$ cat src/rtl/frame_mem_arbiter_if.sv
// Bus bundle for frame_mem_arbiter: CPU load/store port, pixel stream and frame-RAM port.
// The slave modport is the arbiter's view; master is the surrounding system's view.
interface frame_mem_arbiter_if #(
    parameter int unsigned ADDR_W = 18,
    parameter int unsigned DATA_W = 8
);
    logic              cpu_req;
    logic              cpu_we;
    logic [ADDR_W-1:0] cpu_addr;
    logic [DATA_W-1:0] cpu_wdata;
    logic              cpu_gnt;
    logic              cpu_rvalid;
    logic [DATA_W-1:0] cpu_rdata;
    logic              cpu_err;

    logic              pix_valid;
    logic              pix_ready;
    logic [DATA_W-1:0] pix_data;
    logic              pix_last;

    logic [ADDR_W-1:0] mem_addr;
    logic              mem_we;
    logic [DATA_W-1:0] mem_wdata;
    logic [DATA_W-1:0] mem_rdata;

    modport slave (
        input  cpu_req, cpu_we, cpu_addr, cpu_wdata,
        output cpu_gnt, cpu_rvalid, cpu_rdata, cpu_err,
        output pix_valid, pix_data, pix_last,
        input  pix_ready,
        output mem_addr, mem_we, mem_wdata,
        input  mem_rdata
    );

    modport master (
        output cpu_req, cpu_we, cpu_addr, cpu_wdata,
        input  cpu_gnt, cpu_rvalid, cpu_rdata, cpu_err,
        input  pix_valid, pix_data, pix_last,
        output pix_ready,
        input  mem_addr, mem_we, mem_wdata,
        output mem_rdata
    );
endinterface

$ cat src/rtl/frame_mem_arbiter.sv
// Shares the single-port frame RAM between the CPU and the display scanner (4-entry pixel FIFO).
// Define FRAME_MEM_PROTECT_EN to drop CPU writes into the frame window while scanning (cpu_err).
module frame_mem_arbiter #(
    parameter int unsigned ADDR_W = 18,
    parameter int unsigned DATA_W = 8,
    parameter int unsigned BASE   = 160000,
    parameter int unsigned LEN    = 40000
) (
    input logic                clk,
    input logic                rst,
    input logic                scan_en,
    frame_mem_arbiter_if.slave bus
);

    typedef enum logic [1:0] {StIdle, StRun, StStop} scan_state_e;

    localparam logic [ADDR_W-1:0] BaseAddr = ADDR_W'(BASE);
    localparam logic [ADDR_W-1:0] LastAddr = ADDR_W'(BASE + LEN - 1);

    scan_state_e       state_q, state_d;
    logic [ADDR_W-1:0] ptr_q, ptr_d;
    logic              last_cpu_q;

    logic [ADDR_W-1:0] mem_addr_q;
    logic              mem_we_q;
    logic [DATA_W-1:0] mem_wdata_q;

    // Read-return pipeline: stage 1 is the RAM access cycle, stage 2 the data cycle.
    logic              s1_valid_q, s1_cpu_q, s1_last_q;
    logic              s2_valid_q, s2_cpu_q, s2_last_q;

    logic [DATA_W-1:0] fifo_data_q [4];
    logic [3:0]        fifo_last_q;
    logic [1:0]        wr_ptr_q, rd_ptr_q;
    logic [2:0]        fifo_count_q;

    logic [1:0]        inflight;
    logic [2:0]        occupancy;
    logic              scan_req;
    logic              cpu_win, scan_win;
    logic              prot_hit;
    logic              fifo_push, fifo_pop;
    logic              pix_valid;

    assign inflight  = {1'b0, s1_valid_q & ~s1_cpu_q} + {1'b0, s2_valid_q & ~s2_cpu_q};
    assign occupancy = fifo_count_q + {1'b0, inflight};
    assign scan_req  = scan_en && (state_q != StStop) && (occupancy < 3'd4);

`ifdef FRAME_MEM_PROTECT_EN
    logic cpu_err_q;

    assign prot_hit = bus.cpu_we && (bus.cpu_addr >= BaseAddr) && (bus.cpu_addr <= LastAddr) &&
                      (state_q != StIdle);

    always_ff @(posedge clk) begin
        if (rst) begin
            cpu_err_q <= 1'b0;
        end else begin
            cpu_err_q <= cpu_win && prot_hit;
        end
    end

    assign bus.cpu_err = cpu_err_q;
`else
    assign prot_hit    = 1'b0;
    assign bus.cpu_err = 1'b0;
`endif

    // On a conflict the requester that did not win last time gets the RAM.
    always_comb begin
        cpu_win  = 1'b0;
        scan_win = 1'b0;
        if (!rst) begin
            if (bus.cpu_req && scan_req) begin
                cpu_win  = ~last_cpu_q;
                scan_win = last_cpu_q;
            end else begin
                cpu_win  = bus.cpu_req;
                scan_win = scan_req;
            end
        end
    end

    always_comb begin
        state_d = state_q;
        ptr_d   = ptr_q;
        if (scan_win) begin
            ptr_d = (ptr_q == LastAddr) ? BaseAddr : ptr_q + ADDR_W'(1);
        end
        unique case (state_q)
            StIdle: if (scan_en) state_d = StRun;
            StRun: begin
                if (!scan_en) state_d = (inflight == 2'd0) ? StIdle : StStop;
            end
            StStop: if (inflight == 2'd0) state_d = StIdle;
            default: state_d = StIdle;
        endcase
        // Every return to idle restarts the frame walk at the window base.
        if (state_d == StIdle) ptr_d = BaseAddr;
    end

    assign fifo_push = s2_valid_q && !s2_cpu_q;
    assign fifo_pop  = pix_valid && bus.pix_ready;
    assign pix_valid = (fifo_count_q != 3'd0);

    always_ff @(posedge clk) begin
        if (rst) begin
            state_q      <= StIdle;
            ptr_q        <= BaseAddr;
            last_cpu_q   <= 1'b0;
            mem_addr_q   <= BaseAddr;
            mem_we_q     <= 1'b0;
            mem_wdata_q  <= '0;
            s1_valid_q   <= 1'b0;
            s1_cpu_q     <= 1'b0;
            s1_last_q    <= 1'b0;
            s2_valid_q   <= 1'b0;
            s2_cpu_q     <= 1'b0;
            s2_last_q    <= 1'b0;
            wr_ptr_q     <= 2'd0;
            rd_ptr_q     <= 2'd0;
            fifo_count_q <= 3'd0;
            fifo_last_q  <= 4'd0;
        end else begin
            state_q <= state_d;
            ptr_q   <= ptr_d;

            if (cpu_win) begin
                last_cpu_q <= 1'b1;
            end else if (scan_win) begin
                last_cpu_q <= 1'b0;
            end

            mem_we_q <= cpu_win && bus.cpu_we && !prot_hit;
            if (cpu_win) begin
                mem_addr_q  <= bus.cpu_addr;
                mem_wdata_q <= bus.cpu_wdata;
            end else if (scan_win) begin
                mem_addr_q <= ptr_q;
            end

            s1_valid_q <= (cpu_win && !bus.cpu_we) || scan_win;
            s1_cpu_q   <= cpu_win;
            s1_last_q  <= scan_win && (ptr_q == LastAddr);
            s2_valid_q <= s1_valid_q;
            s2_cpu_q   <= s1_cpu_q;
            s2_last_q  <= s1_last_q;

            if (fifo_push) begin
                fifo_last_q[wr_ptr_q] <= s2_last_q;
                wr_ptr_q              <= wr_ptr_q + 2'd1;
            end
            if (fifo_pop) begin
                rd_ptr_q <= rd_ptr_q + 2'd1;
            end
            unique case ({fifo_push, fifo_pop})
                2'b10:   fifo_count_q <= fifo_count_q + 3'd1;
                2'b01:   fifo_count_q <= fifo_count_q - 3'd1;
                default: fifo_count_q <= fifo_count_q;
            endcase
        end
    end

    // Pixel storage needs no reset; the pointers and count define what is valid.
    always_ff @(posedge clk) begin
        if (fifo_push) begin
            fifo_data_q[wr_ptr_q] <= bus.mem_rdata;
        end
    end

    assign bus.cpu_gnt    = cpu_win;
    assign bus.cpu_rvalid = s2_valid_q && s2_cpu_q;
    assign bus.cpu_rdata  = (s2_valid_q && s2_cpu_q) ? bus.mem_rdata : '0;

    assign bus.pix_valid  = pix_valid;
    assign bus.pix_data   = pix_valid ? fifo_data_q[rd_ptr_q] : '0;
    assign bus.pix_last   = pix_valid && fifo_last_q[rd_ptr_q];

    assign bus.mem_addr   = mem_addr_q;
    assign bus.mem_we     = mem_we_q;
    assign bus.mem_wdata  = mem_wdata_q;

endmodule

$ cat src/flat_wrapper.sv
// flat-port wrapper written by rule: the top's interface ports become plain ports
module frame_mem_arbiter_flat 
#(
    parameter int unsigned ADDR_W = 18,
    parameter int unsigned DATA_W = 8,
    parameter int unsigned BASE   = 160000,
    parameter int unsigned LEN    = 40000
)
  (clk, rst, scan_en, bus_cpu_req, bus_cpu_we, bus_cpu_addr, bus_cpu_wdata, bus_cpu_gnt, bus_cpu_rvalid, bus_cpu_rdata, bus_cpu_err, bus_pix_valid, bus_pix_data, bus_pix_last, bus_pix_ready, bus_mem_addr, bus_mem_we, bus_mem_wdata, bus_mem_rdata);
  frame_mem_arbiter_if #(.ADDR_W(ADDR_W), .DATA_W(DATA_W)) bus_i ();
  input logic clk;
  input logic rst;
  input logic scan_en;
  input wire logic [$bits(bus_i.cpu_req)-1:0] bus_cpu_req;
  input wire logic [$bits(bus_i.cpu_we)-1:0] bus_cpu_we;
  input wire logic [$bits(bus_i.cpu_addr)-1:0] bus_cpu_addr;
  input wire logic [$bits(bus_i.cpu_wdata)-1:0] bus_cpu_wdata;
  output wire logic [$bits(bus_i.cpu_gnt)-1:0] bus_cpu_gnt;
  output wire logic [$bits(bus_i.cpu_rvalid)-1:0] bus_cpu_rvalid;
  output wire logic [$bits(bus_i.cpu_rdata)-1:0] bus_cpu_rdata;
  output wire logic [$bits(bus_i.cpu_err)-1:0] bus_cpu_err;
  output wire logic [$bits(bus_i.pix_valid)-1:0] bus_pix_valid;
  output wire logic [$bits(bus_i.pix_data)-1:0] bus_pix_data;
  output wire logic [$bits(bus_i.pix_last)-1:0] bus_pix_last;
  input wire logic [$bits(bus_i.pix_ready)-1:0] bus_pix_ready;
  output wire logic [$bits(bus_i.mem_addr)-1:0] bus_mem_addr;
  output wire logic [$bits(bus_i.mem_we)-1:0] bus_mem_we;
  output wire logic [$bits(bus_i.mem_wdata)-1:0] bus_mem_wdata;
  input wire logic [$bits(bus_i.mem_rdata)-1:0] bus_mem_rdata;
  assign bus_i.cpu_req = bus_cpu_req;
  assign bus_i.cpu_we = bus_cpu_we;
  assign bus_i.cpu_addr = bus_cpu_addr;
  assign bus_i.cpu_wdata = bus_cpu_wdata;
  assign bus_cpu_gnt = bus_i.cpu_gnt;
  assign bus_cpu_rvalid = bus_i.cpu_rvalid;
  assign bus_cpu_rdata = bus_i.cpu_rdata;
  assign bus_cpu_err = bus_i.cpu_err;
  assign bus_pix_valid = bus_i.pix_valid;
  assign bus_pix_data = bus_i.pix_data;
  assign bus_pix_last = bus_i.pix_last;
  assign bus_i.pix_ready = bus_pix_ready;
  assign bus_mem_addr = bus_i.mem_addr;
  assign bus_mem_we = bus_i.mem_we;
  assign bus_mem_wdata = bus_i.mem_wdata;
  assign bus_i.mem_rdata = bus_mem_rdata;
  frame_mem_arbiter #(.ADDR_W(ADDR_W), .DATA_W(DATA_W), .BASE(BASE), .LEN(LEN)) u_core (.clk(clk), .rst(rst), .scan_en(scan_en), .bus(bus_i));
endmodule
$ cat config.mk
export PLATFORM = sky130hd
export DESIGN_NAME = frame_mem_arbiter_flat
export DESIGN_NICKNAME = d
export VERILOG_FILES = /design/src/rtl/frame_mem_arbiter_if.sv /design/src/rtl/frame_mem_arbiter.sv /design/src/flat_wrapper.sv
export SDC_FILE = /design/constraint.sdc
export NUM_CORES = 1
export LEC_CHECK = 0
export ABC_AREA = 1
export CORE_MARGIN = 2
export CORE_UTILIZATION = 28
export CTS_CLUSTER_SIZE = 30
export DETAILED_ROUTE_END_ITERATION = 10
export SYNTH_ARGS = -nofsm -noshare
export SYNTH_HDL_FRONTEND = slang
export SYNTH_SLANG_ARGS = --single-unit
$ cat constraint.sdc
create_clock -name clk -period 2.1 [get_ports clk]
set_input_delay 0.42 -clock clk [delete_from_list [all_inputs] [get_ports clk]]
set_output_delay 0.42 -clock clk [all_outputs]
set_load 0.02 [all_outputs]
# After elaboration in Yosys (flattened, before gate mapping)
# Memories as Yosys holds them, arrays and structs flattened. A register that Yosys moved wholly into a read port is not among the register bits.
# Index checks and enable logic that the tools add are counted.
# totals
elab_cells,86
n_memories,1
ram_bits,32
register_bits,65
input_bits,40
# classes
magnitude_cmp,4
reduce_logical,21
eq_ne,6
add_sub_neg,7
mux,26
bitwise,5
# mem_list
name,depth,word_bits,read_ports,rd_clocked_by_memory_dff,wr,line_no,text
u_core.fifo_data_q,4,8,1,1,1,frame_mem_arbiter.sv:32,logic [DATA_W-1:0] fifo_data_q [4];
# op_table
op,n
18-bit two-way mux,3
18-bit by 1-bit adder with 18-bit output (second input constant),1
18-bit == test (second input constant),1
8-bit two-way mux,2
2-bit two-way mux,6
1-bit logical AND,11
1-bit two-way mux,10
2-bit logical NOT,3
2-bit by 3-bit < comparator with 1-bit output (second input constant),2
2-bit case mux with 3 select lines,1
3-bit case mux with 2 select lines,1
2-bit by 1-bit adder with 2-bit output (second input constant),2
4-bit bitwise mux,1
2-bit by 1-bit == test with 1-bit output (second input constant),2
2-bit == test (second input constant),2
2-bit nonzero test,2
3-bit by 1-bit adder with 3-bit output (second input constant),1
3-bit by 2-bit adder with 3-bit output,1
3-bit < comparator (second input constant),1
1-bit inverter,3
3-bit nonzero test,1
3-bit by 1-bit subtractor with 3-bit output (second input constant),1
1-bit by 1-bit adder with 2-bit output,1
1-bit AND,2
7 further kinds,8

# Depth between registers and ports, before layout
# Gate-level depths: netlist (run 1).
# depth
depth_word,11
depth_mapped,14
ltp_nobuf,13

# Least setup slack after synthesis (run 1)
# Ideal clock, no wire load.
# synth_path
path_type,reg2out
start,register u_core.s2_valid_q
end,output port bus_cpu_gnt
stages_incl_launch_ff,12
required_time_ns,1.680
setup_slack_ns,-0.045
arrival_ns,1.725
n_path_buf,1
path_cell_list,dfxtp_1 -> inv_1 -> nor2_1 -> ha_1 -> ha_1 -> nand3_2 -> nand2_1 -> nand2_1 -> nand4_4 -> nand2_4 -> inv_2 -> buf_6
# synth_via
elab_chain_cells,8
# synth_rtl
element,line_no,text
start: declaration,frame_mem_arbiter.sv:30,"logic s2_valid_q, s2_cpu_q, s2_last_q;"
start signal: assignment,frame_mem_arbiter.sv:145,s2_valid_q <= s1_valid_q;
1-bit AND,frame_mem_arbiter.sv:45,"assign inflight = {1'b0, s1_valid_q & ~s1_cpu_q} + {1'b0, s2_valid_q & ~s2_cpu_q};"
1-bit by 1-bit adder with 2-bit output,frame_mem_arbiter.sv:45,
3-bit by 2-bit adder with 3-bit output,frame_mem_arbiter.sv:46,"assign occupancy = fifo_count_q + {1'b0, inflight};"
3-bit < comparator,frame_mem_arbiter.sv:47,assign scan_req = scan_en && (state_q != StStop) && (occupancy < 3'd4);
1-bit logical AND,frame_mem_arbiter.sv:47,
1-bit logical AND,frame_mem_arbiter.sv:74,if (bus.cpu_req && scan_req) begin
1-bit two-way mux,frame_mem_arbiter.sv:74,
1-bit two-way mux,frame_mem_arbiter.sv:73,if (!rst) begin
end: declaration,flat_wrapper.sv:18,output wire logic [$bits(bus_i.cpu_gnt)-1:0] bus_cpu_gnt;
# Every way passes these cells.

# Final worst setup path (run 1)
# Ends and elaborated chain as after synthesis.

==> results by group, run 1 <==
Final layout
  • Share of layout cells above drive strength 1: 16.32%
  • Fin nets: 756
  • Finished Layout Cells: 931
  • Area of the multi-input gates: 0.002110 mm²
  • Register Area: 0.002307 mm²
  • Ant diodes: 0
  • P&R area growth vs syn: 35.59%
  • Fin util: 38.93%
  • # fillers: 1707

Yosys
  • Cell variety after synth: 43
  • Post-synth ARST share: 0%
  • Syn. warnings: 0
  • EDFF count, synth: 32
  • Post-synthesis register bit count: 99
  • Net Count, Synth: 641
  • Netlist Area Pre-Place: 0.004778 mm²
  • Post-synth top flop: dfxtp_1
  • Post-Syn Instances: 591
  • Share of the yosys chip area belonging to registers: 48.18%
  • Synth Area per Inst: 8.085 µm²

Pwr
  • Power per Cell Area: 736.3 mW/mm²
  • Psw: 0.001344 W
  • Int Power: 0.003426 W
  • Logic gate share of total power: 19.4%
  • Sequential power share: 44.3%
  • Clk pwr share: 36.2%
  • P_leak: 2.688 nW
  • VDD IR max: 417.2 µV
  • Sw Ratio: 28.18%

Critical path
  • CP max-delay cell: dfxtp_2
  • Reg2Reg Setup Slack: 0.11 ns
  • Endpoint class of the critical path: output pin
  • Worst R2R End: u_core.ptr_q[10]
  • Crit Path Max Fanout: 3
  • Worst setup SP type: flip-flop
  • Worst EP required: 1.68 ns
  • Critical path type: flip-flop to output pin
  • Reg2reg path depth: 12
  • Slowest stage delay, CP: 0.34 ns
  • CP startpoint: u_core.s2_valid_q
  • CP arrival: 1.74 ns
  • Top delay family on crit path: simple AND/OR/NAND/NOR gates
  • CP Cell Sequence: inv_2 -> nor2_4 -> ha_4 -> ha_4 -> nand3_4 -> nand2_2 -> nand2_2 -> nand4_4 -> nand2_4 -> inv_4 -> buf_6
  • FF-to-FF Start: u_core.s2_valid_q
  • Bufs and invs on worst path: 3

GRT
  • Final global-route overflow total: 0
  • Pin count of the biggest net entering global routing: 36
  • Antenna violations before repair: 0
  • First-pass GRT wire length: 20330 µm
  • Vias in the first global route: 4126
  • Tot GR Track Use: 14.31%

Hold path
  • Hold Crit Class: flip-flop to flip-flop
  • Hold path endpoint: u_core.s2_last_q
  • Cell depth of the worst hold path: 2
  • HP Start: u_core.s1_last_q

STA
  • # setup viols final: 1
  • RSZ-0062 raised after global routing: true
  • Max Slew Vio Count: 0
  • Final hold vios: 0
  • Fmax: 0.4628 GHz
  • Minimum clock period after layout: 2.161 ns
  • PnR worst setup slack: -0.06059 ns
  • Worst Clk Skew: 0.007365 ns
  • Fin crit share: 102.9%

Flow run
  • Max-Cap Viols: 0

Routing
  • DR vias/cell: 4.522
  • DRC Markers: 0
  • DRT iter0 DRCs: 338
  • Vias: 4210
  • Post-DRT Antenna Nets: 0
  • Drt total wl: 12530 µm
  • DR pass1 iterations: 4
  • Average wire per standard cell: 13.46 µm

Placement
  • Hpwl dp: 8945 µm
  • Placed insts: 911
  • Placer Congestion: 0.8760
  • I/O Buffers: 86

CTS
  • Clock-pin transition on the worst setup and hold timing paths: 0.07 ns
  • Clock root cell: clkbuf_16
  • Htree depth: 3
  • TritonCTS Buffers: 9
  • Clk Latency, worst-skew pair: 0.35 ns
  • Num Clock Sinks: 99
  • CTS max path bufs: 2
  • CTS tree: built

Floorplanning
  • I/O pins: 88
  • Starting Density: 28.71%
  • Num rows: 47
  • Die ar.: 0.01813 mm²
  • Die height: 134.6 µm
  • Die width: 134.6 µm
  • Core region area: 0.01664 mm²

Run status
  • Violated checks: setup timing
  • Outcome: finished, violations left
layout make-up:
cell class                      instances  share of cell area, %
Clock inverter                          6                  1.120
Multi-Input combinational cell        398                  32.56
Timing Repair Buffer                  128                  18.42
Clock buffer                           10                  3.689
Tap cell                              220                  4.249
Inverter                               70                  4.345
Sequential cell                        99                  35.61
synth_stat cells, types with 6 or more instances:
| cell | number | area [µm²] |
|---|---|---|
| nand4_1 | 14 | 87.58 |
| nor2_1 | 97 | 364.1 |
| buf_2 | 7 | 35.03 |
| nand3_1 | 60 | 300.3 |
| a21oi_1 | 36 | 180.2 |
| o21ai_0 | 38 | 190.2 |
| nand3_2 | 9 | 90.09 |
| dfxtp_1 | 67 | 1341 |
| ha_1 | 9 | 112.6 |
| inv_1 | 65 | 244.0 |
| edfxtp_1 | 32 | 960.9 |
| nand2_1 | 92 | 345.3 |
| clkbuf_1 | 6 | 22.52 |
| a21oi_2 | 7 | 61.31 |
per-layer routing:
metal,routed length (µm),track usage (%),part of all wire (%)
met5,0,0,0
met4,249,5.146,2.0
met3,509,3.116,4.1
met2,6337,25.24,51
met1,5430,17.10,43
cells by family (layout without fill, tap and decap cells):
| group | after synthesis | count (layout) | synth area share [%] |
|---|---|---|---|
| AO/OA/AOI/OAI | 90 | 90 | 10.50 |
| XOR/XNOR | 5 | 5 | 0.9164 |
| adder cells (fa/ha/maj) | 10 | 10 | 2.776 |
| buffers and inverters | 94 | 214 | 8.929 |
| flip-flops | 99 | 99 | 48.18 |
| other | 1 | 1 | 0.07848 |
| AND/OR/NAND/NOR | 292 | 292 | 28.62 |
worst max path at each step:
stage | to | slack (ns) | cells past startpoint
2_1_floorplan | bus_cpu_gnt | 0.05 | 11
3_3_place_gp | bus_cpu_gnt | -0.30 | 7
3_5_place_dp | bus_cpu_gnt | -0.28 | 7
4_1_cts | bus_cpu_gnt | -0.17 | 11
5_1_grt | bus_cpu_gnt | -0.16 | 11
6_report | bus_cpu_gnt | -0.06 | 11
layout by cell type (no fill, tap or decap), types with 5 or more instances in the layout:
master,count
buf_4,38
o21ai_0,38
nand2_1,89
a21oi_2,7
nor2_4,5
clkdlybuf4s50_1,68
clkbuf_2,7
nor2_1,95
edfxtp_1,32
a21oi_1,36
dlymetal6s2s_1,7
inv_2,5
clkbuf_16,9
nand3_1,60
nand4_1,14
nand3_2,8
ha_1,7
dfxtp_1,63
inv_1,61
worst reg2reg max path, delay by kind of cell (launching register included):
family                     cells  cell delay, ns
AOI/OAI and AO/OA              3            0.52
adders and majority gates      1            0.21
buffers and inverters          7            0.74
DFF                            1            0.34
and+or+nand+nor                1            0.12
through the flow:
| step | instance area, µm² | setup TNS [ns] | setup WS, ns | hold slack [ns] | total power [W] |
|---|---|---|---|---|---|
| floorplan | 4781 | 0 | 0.05027 | 0.3883 | 0.002646 |
| global placement | 6068 | -1.523 | -0.3047 | 0.3941 | 0.003081 |
| detailed placement | 6068 | -1.701 | -0.2843 | 0.3955 | 0.003090 |
| CTS | 6390 | -0.6465 | -0.1670 | 0.4046 | 0.004827 |
| global route | 6479 | -0.3938 | -0.1623 | 0.4230 | 0.005005 |
| finish | 6479 | -0.06059 | -0.06059 | 0.4029 | 0.004770 |
registers in the layout, summed over array words and instances, names as in the netlist, 2 cells and up, named ones only:
| register | flops |
|---|---|
| u_core.bus.mem_wdata | 8 |
| u_core.rd_ptr_q | 2 |
| u_core.bus.mem_addr | 18 |
| u_core.state_q | 2 |
| u_core.fifo_last_q | 4 |
| u_core.wr_ptr_q | 2 |
| u_core.fifo_data_q | 32 |
| u_core.fifo_count_q | 3 |
| u_core.ptr_q | 18 |
power groups by stage:
stage / Clock, W / Sequential [W] / Combinational (W)
detailed placement: 0 / 0.00215 / 0.000938
finish: 0.00173 / 0.00212 / 0.000927
global placement: 0 / 0.00215 / 0.000931
global route: 0.00186 / 0.00213 / 0.00102
CTS: 0.00179 / 0.00211 / 0.000929
floorplan: 0 / 0.00219 / 0.000459
repair_timing:
item	4_1_cts	5_1_grt
setup endpoints to repair	19	61
hold buffers	0	0
pin swaps	0	5
gates cloned	0	0
setup buffers	1	3
gates resized for setup	25	38
(Power assumes the default switching activity.)
==> run 2, diff against run 1 <==
--- a/config.mk
+++ b/config.mk
@@ -7,9 +7,10 @@
 export LEC_CHECK = 0
 export ABC_AREA = 1
 export CORE_MARGIN = 2
-export CORE_UTILIZATION = 28
+export CORE_UTILIZATION = 47
 export CTS_CLUSTER_SIZE = 30
 export DETAILED_ROUTE_END_ITERATION = 10
+export PLACE_DENSITY = 0.8
 export SYNTH_ARGS = -nofsm -noshare
 export SYNTH_HDL_FRONTEND = slang
 export SYNTH_SLANG_ARGS = --single-unit
==> run 2 against run 1 <==
The flow still finishes with violations (setup timing). Critical path depth unchanged. Combinational power rose by 3.6%. Hold slack improved by 0.015 ns. Non-clock buffer count grew 4. Maximum frequency fell by 3.8%. Design area decreased by 2.1%. Register-to-register slack got worse by 0.21 ns. Cell count is 8.9% lower. Critical path type unchanged. Highest routed layer unchanged.
==> results by group, run 2 (same netlist as run 1, synthesis figures left out) <==
Floorplanning
  • I/O pins: 88
  • Starting Density: 48.66%
  • Die width: 104.8 µm
  • Core region area: 0.009819 mm²
  • Die ar.: 0.01099 mm²
  • Die height: 104.8 µm
  • Num rows: 36

Critical path
  • CP arrival: 1.83 ns
  • Critical path type: flip-flop to output pin
  • CP max-delay cell: dfxtp_2
  • Endpoint class of the critical path: output pin
  • Worst EP required: 1.68 ns
  • Crit Path Max Fanout: 3
  • Worst setup SP type: flip-flop
  • Slowest stage delay, CP: 0.37 ns
  • CP dominant cell by count: nand2_2
  • CP Cell Sequence: inv_2 -> nor2_4 -> ha_2 -> ha_4 -> nand3_4 -> nand2_2 -> nand2_2 -> nand4_4 -> nand2_4 -> inv_4 -> buf_6

Routing
  • Drt total wl: 12490 µm
  • DR vias/cell: 5.272
  • DR pass1 iterations: 5
  • Post-DRT Antenna Nets: 0
  • Average wire per standard cell: 14.73 µm
  • DRT iter0 DRCs: 310
  • DRC Markers: 0
  • Vias: 4471

STA
  • Fmax: 0.4452 GHz
  • Setup TNS: -2.454 ns
  • Max Slew Vio Count: 0
  • PnR worst setup slack: -0.1463 ns
  • Final hold vios: 0
  • RSZ-0062 raised after global routing: true
  • Worst Clk Skew: 0.01318 ns
  • Minimum clock period after layout: 2.246 ns
  • # setup viols final: 45
  • Fin crit share: 107.0%

Final layout
  • Fin nets: 760
  • Design area: 0.006344 mm²
  • Most frequent cells in the layout: 95 x nor2_1, 89 x nand2_1, 67 x clkdlybuf4s50_1
  • Commonest non-fill, non-tap cell in the layout: nor2_1
  • Largest Register: u_core.fifo_data_q
  • Share of layout cells above drive strength 1: 15.94%
  • Ant diodes: 0
  • P&R area growth vs syn: 32.76%
  • # fillers: 823
  • Max reg flops: 32

GRT
  • Met3 Track Usage GR: 2.558%
  • Most used routing layer: met2
  • Antenna violations before repair: 0
  • Pin count of the biggest net entering global routing: 36
  • First-pass GRT wire length: 20200 µm
  • Final global-route overflow total: 0
  • GRT met2 Usage: 41.88%
  • Tot GR Track Use: 22.45%
  • Vias in the first global route: 4381
  • Met1 usage: 25.90%

Flow run
  • Max-Cap Viols: 0

Run status
  • Outcome: finished, violations left
  • Violated checks: setup timing

CTS
  • Num Clock Sinks: 99
  • CTS tree: built
  • CTS max path bufs: 2
  • Clk Latency, worst-skew pair: 0.36 ns
  • Clock-pin transition on the worst setup and hold timing paths: 0.10 ns
  • Htree depth: 3
  • Clock root cell: clkbuf_8
  • TritonCTS Buffers: 9

Hold path
  • Hold Crit Class: flip-flop to flip-flop

Pwr
  • VDD IR max: 435.8 µV
  • P_leak: 2.714 nW
  • Power per Cell Area: 687.3 mW/mm²

Placement
  • DP Area: 0.005987 mm²
  • Hpwl dp: 9094 µm
  • I/O Buffers: 86
  • Placer Congestion: 0.8893
run 2: cell count changes in the layout (fill, tap and decap cells not counted), moves of 2 or more:
| cell | delta |
|---|---|
| o21ai_0 | -2 |
| buf_4 | +3 |
| clkbuf_16 | -9 |
| dlygate4sd2_1 | +7 |
| clkbuf_2 | -7 |
| clkbuf_8 | +8 |
run 2: stage by stage:
step                setup slack [ns]  total power (W)  instances  utilization [%]  hold WS, ns
global route                 -0.2283         0.004528        848            64.60       0.4563
CTS                          -0.2064         0.004344        847            63.66       0.4198
detailed placement           -0.2381         0.003095        826            60.97       0.4013
finish                       -0.1463         0.004360        848            64.60       0.4181
global placement             -0.1981         0.003055        826            60.97       0.4001
floorplan                    0.05027         0.002646        591                -       0.3883
run 2: layout make-up:
class	count	area [µm²]	area share, %
inverter	70	277.8	4.379
timing repair buffer	132	1266	19.96
clock buffer	9	123.9	1.953
sequential	99	2308	36.39
multi-input combinational	398	2120	33.41
clock inverter	7	81.33	1.282
tap	133	166.4	2.623
run 2: layer usage:
metal  routed length (µm)  up-vias  part of all wire [%]
met2                 6577      156                    53
li1                     -     2177                     -
met3                  625       22                   5.0
met5                    0        -                     0
met1                 5042     2116                    40
met4                  243        0                   1.9
run 2: critical path, delay by kind of cell (launching register included):
family	cells	cell delay, ns
simple gates	6	0.49
flops	1	0.37
buf+inv	3	0.20
fa+ha+maj	2	0.39
run 2: what timing repair did:
| action | CTS | global route |
|---|---|---|
| pin swaps | 5 | 6 |
| setup endpoints to repair | 20 | 62 |
| resized for setup | 25 | 29 |
| buffers inserted | 5 | 1 |
| hold buffers | 0 | 0 |
| gates cloned | 0 | 0 |
run 2: worst paths after layout:
path	startpoint	end	slack, ns	depth (start not counted)
worst max-delay path	u_core.s2_valid_q	bus_cpu_gnt	-0.15	11
worst min-delay path	u_core.s1_last_q	u_core.s2_last_q	0.42	2
worst max register to register	u_core.s2_valid_q	u_core.bus.mem_addr[6]	-0.10	13
worst min register to register	u_core.s1_last_q	u_core.s2_last_q	0.42	2
run 2: power by group:
part,switching (W),internal (W)
clock network,0.000709,0.000569
registers,0.0000647,0.00206
logic,0.000537,0.000423
==> run 3, diff against run 2 <==
--- a/config.mk
+++ b/config.mk
@@ -7,10 +7,10 @@
 export LEC_CHECK = 0
 export ABC_AREA = 1
 export CORE_MARGIN = 2
-export CORE_UTILIZATION = 47
+export CORE_UTILIZATION = 52
 export CTS_CLUSTER_SIZE = 30
 export DETAILED_ROUTE_END_ITERATION = 10
-export PLACE_DENSITY = 0.8
+export PLACE_DENSITY = 0.83
 export SYNTH_ARGS = -nofsm -noshare
 export SYNTH_HDL_FRONTEND = slang
 export SYNTH_SLANG_ARGS = --single-unit
==> constraint.sdc (replaced) <==
create_clock -name clk -period 2.3 [get_ports clk]
set_input_delay 0.46 -clock clk [delete_from_list [all_inputs] [get_ports clk]]
set_output_delay 0.46 -clock clk [all_outputs]
set_load 0.02 [all_outputs]
==> run 3 against run 2 <==
The run still ends with setup timing left. Global-route usage grew 1.1 points. Setup slack gained 0.097 ns. Clock skew grew 0.0028 ns. Via count shrank 5.5%. Die area shrank 9.3%. Cell count shrank 4.6%. Utilization grew 4.6 points. Routed wire length shrank 9.2%. Hold slack lost 0.013 ns. First-iteration DRC count shrank 28%. Largest power group unchanged.
==> results by group, run 3 (same netlist as run 1, synthesis figures left out) <==
STA
  • Max Slew Vio Count: 0
  • Fmax: 0.4257 GHz
  • Worst Clk Skew: 0.01595 ns
  • Worst Tran Pin Value: 0.5706 ns
  • # setup viols final: 1
  • PnR worst setup slack: -0.04895 ns
  • Setup TNS: -0.04895 ns
  • Minimum clock period after layout: 2.349 ns
  • RSZ-0062 raised after global routing: true
  • Final hold vios: 0
  • Max_slew headroom: 61.92%
  • Fin crit share: 102.1%

Flow run
  • Max-Cap Viols: 0

GRT
  • Vias in the first global route: 4008
  • Tot GR Track Use: 23.55%
  • Pin count of the biggest net entering global routing: 36
  • Final global-route overflow total: 0
  • Antenna violations before repair: 0
  • First-pass GRT wire length: 18660 µm

Placement
  • Placed insts: 792
  • I/O Buffers: 86
  • Placer Congestion: 0.9308
  • Hpwl dp: 8511 µm

Routing
  • DR top layer: met4
  • Average wire per standard cell: 14.02 µm
  • Met2 wire len: 5735 µm
  • DRC Markers: 0
  • Met3 wire length: 621 µm
  • DRT iter0 DRCs: 223
  • DR vias/cell: 5.224
  • Vias: 4226
  • Drt total wl: 11340 µm
  • Post-DRT Antenna Nets: 0
  • DR pass1 iterations: 5
  • M1 wire length: 4663 µm

Floorplanning
  • Starting Density: 54.26%
  • Die width: 99.86 µm
  • Die height: 99.86 µm
  • Core region area: 0.008806 mm²
  • Num rows: 34
  • I/O pins: 88
  • Die ar.: 0.009972 mm²

Final layout
  • Register Area: 0.002310 mm²
  • Fin nets: 746
  • Max reg flops: 32
  • Ant diodes: 0
  • Share of layout cells above drive strength 1: 13.12%
  • Most frequent cells in the layout: 95 x nor2_1, 91 x nand2_1, 76 x clkdlybuf4s50_1
  • Commonest non-fill, non-tap cell in the layout: nor2_1
  • Largest Register: u_core.fifo_data_q
  • Area of the multi-input gates: 0.002067 mm²
  • # fillers: 662
  • Finished Layout Cells: 809
  • P&R area growth vs syn: 27.55%

CTS
  • Clock-pin transition on the worst setup and hold timing paths: 0.10 ns
  • CTS tree: built
  • CTS max path bufs: 2
  • Htree depth: 3
  • Clk Latency, worst-skew pair: 0.38 ns
  • Clock root cell: clkbuf_8
  • TritonCTS Buffers: 9
  • Hold buffer count at CTS: 0
  • Num Clock Sinks: 99

Pwr
  • P_leak: 2.486 nW
  • Design Power: 0.003899 W
  • VDD IR max: 298.0 µV
  • Power per Cell Area: 639.7 mW/mm²

Run status
  • Outcome: finished, violations left
  • Violated checks: setup timing

Critical path
  • Worst EP required: 1.84 ns
  • Crit Path Max Fanout: 3
  • Worst setup SP type: flip-flop
  • Endpoint class of the critical path: output pin
  • Critical path type: flip-flop to output pin
  • CP arrival: 1.89 ns
  • Reg2reg path depth: 10

Hold path
  • Hold Crit Class: flip-flop to flip-flop
  • Cell depth of the worst hold path: 2
## run 3: cell type report
type | count | area share, %
Sequential cell | 99 | 37.90
Multi-Input combinational cell | 398 | 33.91
Timing Repair Buffer | 118 | 18.17
Inverter | 70 | 4.393
Tap cell | 108 | 2.217
Clock buffer | 9 | 2.032
Clock inverter | 7 | 1.375
## run 3: critical path, cell delays in order (launching register included)
cell and delay [ns]:
dfxtp_1 0.36, nor2_2 0.05, ha_2 0.17, ha_1 0.30, nand3_2 0.12, nand2_1 0.09, nand2_2 0.08, nand4_4 0.09
nand2_4 0.10, inv_2 0.04, buf_6 0.12
## run 3: per-layer routing
| metal | GRT usage, % | vias to the layer above |
|---|---|---|
| li1 | - | 2153 |
| met1 | 27.72 | 1922 |
| met2 | 42.41 | 126 |
| met3 | 4.526 | 25 |
| met4 | 9.168 | 0 |
| met5 | 0 | - |
## run 3: power by group
group	switching, W	internal, W	leakage (nW)	total, W
sequential	0.0000603	0.00188	0.838	0.00194
clock	0.000647	0.000522	0.102	0.00117
combinational	0.000453	0.000338	1.55	0.000791
## run 3: final timing paths
check / start / end / slack, ns
setup / recovery: u_core.s2_cpu_q / bus_cpu_gnt / -0.05
hold / removal: u_core.s1_last_q / u_core.s2_last_q / 0.40
setup reg to reg: u_core.s2_cpu_q / u_core.ptr_q[5] / 0.20
hold reg to reg: u_core.s1_last_q / u_core.s2_last_q / 0.40
## run 3: through the flow
| step | setup WS, ns | util [%] | hold WS [ns] | instance area (µm²) |
|---|---|---|---|---|
| floorplan | 0.1155 | - | 0.3883 | 4778 |
| global placement | -0.03574 | 66.55 | 0.3985 | 5861 |
| detailed placement | -0.05908 | 66.55 | 0.3998 | 5861 |
| CTS | -0.1467 | 68.84 | 0.4076 | 6062 |
| global route | -0.1612 | 69.21 | 0.4249 | 6095 |
| finish | -0.04895 | 69.21 | 0.4047 | 6095 |
## run 3: timing repair
action	CTS	global route
endpoints found under the setup margin	10	8
resized for setup	13	14
pin swaps	0	3
buffers inserted	0	1
